File: src/rtl/alu_share_arb.sv
// Shares one combinational ALU between two requesters (round-robin); ALU_ARB_STATS_EN adds grant counters.
// Latency: rsp valid one cycle after req_ready; 1 op/cycle while the owner keeps its rsp_ready high.
// Backpressure: a held response blocks all new grants until its owner consumes it.
module alu_share_arb #(
    parameter int WIDTH = 32,
    parameter int SEL_W = 4
) (
    input  logic             clk,
    input  logic             rst,
    input  logic             req0_valid,
    output logic             req0_ready,
    input  logic [SEL_W-1:0] req0_sel,
    input  logic [WIDTH-1:0] req0_a,
    input  logic [WIDTH-1:0] req0_b,
    input  logic             req1_valid,
    output logic             req1_ready,
    input  logic [SEL_W-1:0] req1_sel,
    input  logic [WIDTH-1:0] req1_a,
    input  logic [WIDTH-1:0] req1_b,
    output logic [SEL_W-1:0] alu_sel,
    output logic [WIDTH-1:0] alu_a,
    output logic [WIDTH-1:0] alu_b,
    input  logic [WIDTH-1:0] alu_result,
    output logic [WIDTH-1:0] rsp_data,
    output logic             rsp0_valid,
    input  logic             rsp0_ready,
    output logic             rsp1_valid,
    input  logic             rsp1_ready
`ifdef ALU_ARB_STATS_EN
    ,
    output logic [15:0]      gnt0_cnt,
    output logic [15:0]      gnt1_cnt
`endif
);

    typedef enum logic {IDLE, HOLD} state_t;

    state_t           state_q, state_d;
    logic             owner_q, owner_d;
    logic             rr_q, rr_d;
    logic [WIDTH-1:0] data_q, data_d;
    logic             owner_rdy;
    logic             can_accept;
    logic             gnt0, gnt1;

    always_ff @(posedge clk) begin
        if (rst) begin
            state_q <= IDLE;
            owner_q <= 1'b0;
            rr_q    <= 1'b0;
            data_q  <= '0;
        end else begin
            state_q <= state_d;
            owner_q <= owner_d;
            rr_q    <= rr_d;
            data_q  <= data_d;
        end
    end

    always_comb begin
        state_d    = state_q;
        owner_d    = owner_q;
        rr_d       = rr_q;
        data_d     = data_q;
        alu_sel    = '0;
        alu_a      = '0;
        alu_b      = '0;

        // Only the owner of the held response can free the slot.
        owner_rdy  = owner_q ? rsp1_ready : rsp0_ready;
        can_accept = (state_q == IDLE) || owner_rdy;

        gnt0 = can_accept && req0_valid && (!req1_valid || !rr_q);
        gnt1 = can_accept && req1_valid && (!req0_valid ||  rr_q);

        if (gnt0) begin
            alu_sel = req0_sel;
            alu_a   = req0_a;
            alu_b   = req0_b;
        end else if (gnt1) begin
            alu_sel = req1_sel;
            alu_a   = req1_a;
            alu_b   = req1_b;
        end

        if (gnt0 || gnt1) begin
            state_d = HOLD;
            owner_d = gnt1;
            rr_d    = gnt0;
            data_d  = alu_result;
        end else if (state_q == HOLD && owner_rdy) begin
            state_d = IDLE;
        end
    end

    assign req0_ready = gnt0;
    assign req1_ready = gnt1;
    assign rsp_data   = data_q;
    assign rsp0_valid = (state_q == HOLD) && !owner_q;
    assign rsp1_valid = (state_q == HOLD) &&  owner_q;

`ifdef ALU_ARB_STATS_EN
    always_ff @(posedge clk) begin
        if (rst) begin
            gnt0_cnt <= '0;
            gnt1_cnt <= '0;
        end else begin
            if (gnt0 && gnt0_cnt != 16'hFFFF) gnt0_cnt <= gnt0_cnt + 16'd1;
            if (gnt1 && gnt1_cnt != 16'hFFFF) gnt1_cnt <= gnt1_cnt + 16'd1;
        end
    end
`endif

endmodule

File: config.mk
export PLATFORM = sky130hd
export DESIGN_NAME = alu_share_arb
export DESIGN_NICKNAME = d
export VERILOG_FILES = /design/src/rtl/alu_share_arb.sv
export SDC_FILE = /design/constraint.sdc
export NUM_CORES = 1
export LEC_CHECK = 0
export CORE_ASPECT_RATIO = 2
export CORE_MARGIN = 10
export CORE_UTILIZATION = 29
export CTS_CLUSTER_SIZE = 25
export DETAILED_ROUTE_END_ITERATION = 12
export GPL_TIMING_DRIVEN = 0
export HOLD_SLACK_MARGIN = 0.08
export PLACE_DENSITY = 0.83
export SLEW_MARGIN = 20
export SYNTH_ARGS = -nofsm -noshare
export SYNTH_HDL_FRONTEND = slang
export SYNTH_SLANG_ARGS = --single-unit
File: constraint.sdc
create_clock -name clk -period 2 [get_ports clk]
set_clock_uncertainty 0.1 [all_clocks]
set_input_delay 0.4 -clock clk [delete_from_list [all_inputs] [get_ports clk]]
set_output_delay 0.4 -clock clk [all_outputs]
set_load 0.1 [all_outputs]
==> summary.txt <==
Clock network
  – Worst skew pair latency: 0.27 ns
  – Clock buffer count from CTS: 5
  – Hold_buf cts: 0
  – Clk slew on worst S/H paths: 0.06 ns
  – Bufs on Longest Clock Path: 2
  – Root buf cell: clkbuf_16
  – Clk sink count: 35
  – H-tree lvl count: 2
  – TritonCTS clock tree: built

STA
  – Setup violations, final: 70
  – RSZ-0062 raised after global routing: yes
  – Slew HR: 33.5%
  – Final Critical Period: between 2 and 2.5 ns
  – Final Hold Fails: 0
  – Tightest Pin Transition: between 1 and 1.5 ns
  – Max Slew Vio Count: 0
  – Final Cycle Share: 113%
  – Fmax: 442 MHz
  – Worst setup margin: -0.260 ns
  – Final TNS setup: -14.67 ns

Routing
  – Number of vias per cell: 6.15
  – Met3 routed WL: roughly 1500 um
  – Drt pass-1 iters: 4
  – Routed WL: between 20000 and 25000 um
  – 1st-iter DRT viols: 296
  – Wl on met1: 7200 um
  – DRT antenna net count: 0
  – # DRC: 0
  – Detail Route met2 WL: ~12000 um
  – WL/cell: 30.1 um
  – Via count: 4585
  – Top routing layer used: met4

Synthesis
  – Yosys cell types: 25
  – Mapped Cells: roughly 350
  – Syn avg cell area: around 7.4 sq um
  – YS warnings: 0
  – Sequential area share after synthesis: a little over a quarter
  – Yosys top cell by area: dfxtp_1
  – Post-synth EDFFs: 0
  – Synth Net Count: 520
  – Flops & latches, synth: 35
  – Synth Flop Type: dfxtp_1
  – Mapped Area: 2570 sq um
  – Top post-synthesis cells by area: dfxtp_1, o211ai_1, a21oi_1
  – Top-area cell type share of the netlist area: 27.3%
  – Ys async rst share: 0%

Status
  – Failing checks: negative setup slack
  – Status: finished with violations

Critical path
  – Max FO, Critical Path: 8
  – Critical Path RT: 1.50 ns
  – Crit path capture type: output port
  – CP max-delay cell: dfxtp_4
  – Crit path cell chain: mux2_4 -> nor2_4 -> buf_12 -> clkbuf_16 -> a21oi_4 -> buf_12
  – Worst path max stage delay: 0.36 ns
  – Element type at the critical path start: register
  – WS Path Type: register to output port
  – Data arrival, critical path: 1.76 ns
  – CP most frequent cell: buf_12

Floorplanning
  – Row cnt: 48
  – Initial Util: between 20% and 30%
  – Top Ports: 278
  – Die W: roughly 87 um
  – Core region area: a little under 9000 sq um
  – Die Ht: 153 um
  – DIE AREA: 13300 sq um

Cells and area
  – Layout area overhead: 204%
  – Most frequent cells in the layout: clkdlybuf4s50_1, buf_12, a21oi_4
  – Commonest non-fill, non-tap cell in the layout: clkdlybuf4s50_1
  – Non-filler cells, final: 746
  – Final nets: 819
  – Layout cells sized above 1: 39.8%

Power
  – Total power: 5.28 mW
  – Pleak: 2.79 nW
  – Pwr dens: 677 nW/um^2
  – Worst VDD drop: 0.665 mV

Placed design
  – # port buffers: around 280
  – Place WS: -1.55 ns
  – Dpl cells: 721
  – Hpwl dp: ~15000 um
  – Routability congestion estimate from global placement: 0.822

GRT
  – Grt ovf: 0
  – First-pass GRT wire length: 32600 um
  – Number of global-route vias before repair: approximately 5100
  – Largest net degree at the start of global routing: 11
  – Initial antenna violation count: 1
  – Total Routing Usage GR: 31.4%

Flow run
  – Max-cap violations: 0

Min path
  – Worst min path class: register to register
[cell usage after synthesis, drive strengths merged (2+ instances only)]
cell and number:
a22o 32, nand3 68, clkbuf 29, a21oi 70, buf 22, nand2 2, inv 3, dfxtp 35
o211ai 68, nor2 5
[sequential cells by signal, indices dropped and copies added (netlist names)]
signal and flops:
rsp_data 32, owner_q 1, rr_q 1, state_q 1
[through the flow]
step	hold WS (ns)	instance area, sq um	util, %
CTS	0.371	7900	91.3
finish	0.376	7800	90.2
floorplan	0.369	3690	-
detailed placement	0.358	6570	75.9
global placement	0.357	6570	75.9
global route	0.399	7800	90.2
[power breakdown]
part           switching [mW]  total [mW]  internal (mW)
clock network           0.285       0.866          0.581
logic                    2.29        3.62           1.33
registers              0.0405       0.796          0.756
[path summary, 6_finish.rpt]
kind / endpoint / startpoint / cells after the start / slack, ns
setup / recovery: alu_b[13] / owner_q / 6 / -0.26
hold / removal: rsp_data[11] / rsp_data[11] / 1 / 0.38
setup reg to reg: rsp_data[14] / owner_q / 7 / 0.02
hold reg to reg: rsp_data[11] / rsp_data[11] / 1 / 0.38
[cells by family after synthesis]
family                 Yosys count  share of synthesized area (%)
muxes                            2                          0.974
DFF                             35                           27.3
and+or+nand+nor                 79                           15.4
AOI/OAI and AO/OA              176                           46.9
buffers and inverters           54                           9.44
[routing by layer]
metal	up-vias	global-route usage, %
li1	1951	-
met1	2229	30.4
met2	308	57.6
met3	97	8.14
met4	0	16.4
met5	-	0
[layout make-up]
class | instances | area [sq um]
repair buffers | 294 | 3660
multi-input cells | 257 | 2650
fillers | 359 | 845
flip-flops and latches | 35 | 704
plain buffers | 49 | 482
clock buffers | 6 | 129
well taps | 100 | 125
clock inverters | 1 | 30.0
inverters | 3 | 18.8
diodes | 1 | 2.50
[worst max-delay path: cells and delay by family, from the launching register on]
family / cells / cell delay [ns]
AO/OA/AOI/OAI: 1 / 0.04
buffers and inverters: 3 / 0.59
flip-flops: 1 / 0.36
multiplexers: 1 / 0.33
AND/OR/NAND/NOR: 1 / 0.16
[what timing repair did]
action,in CTS,in global routing
endpoints found under the setup margin,105,94
gates resized for setup,740,57
cloned,6,2
pin swaps,1,16
buffers inserted,10,6
Power figures use the tool's default switching activity.
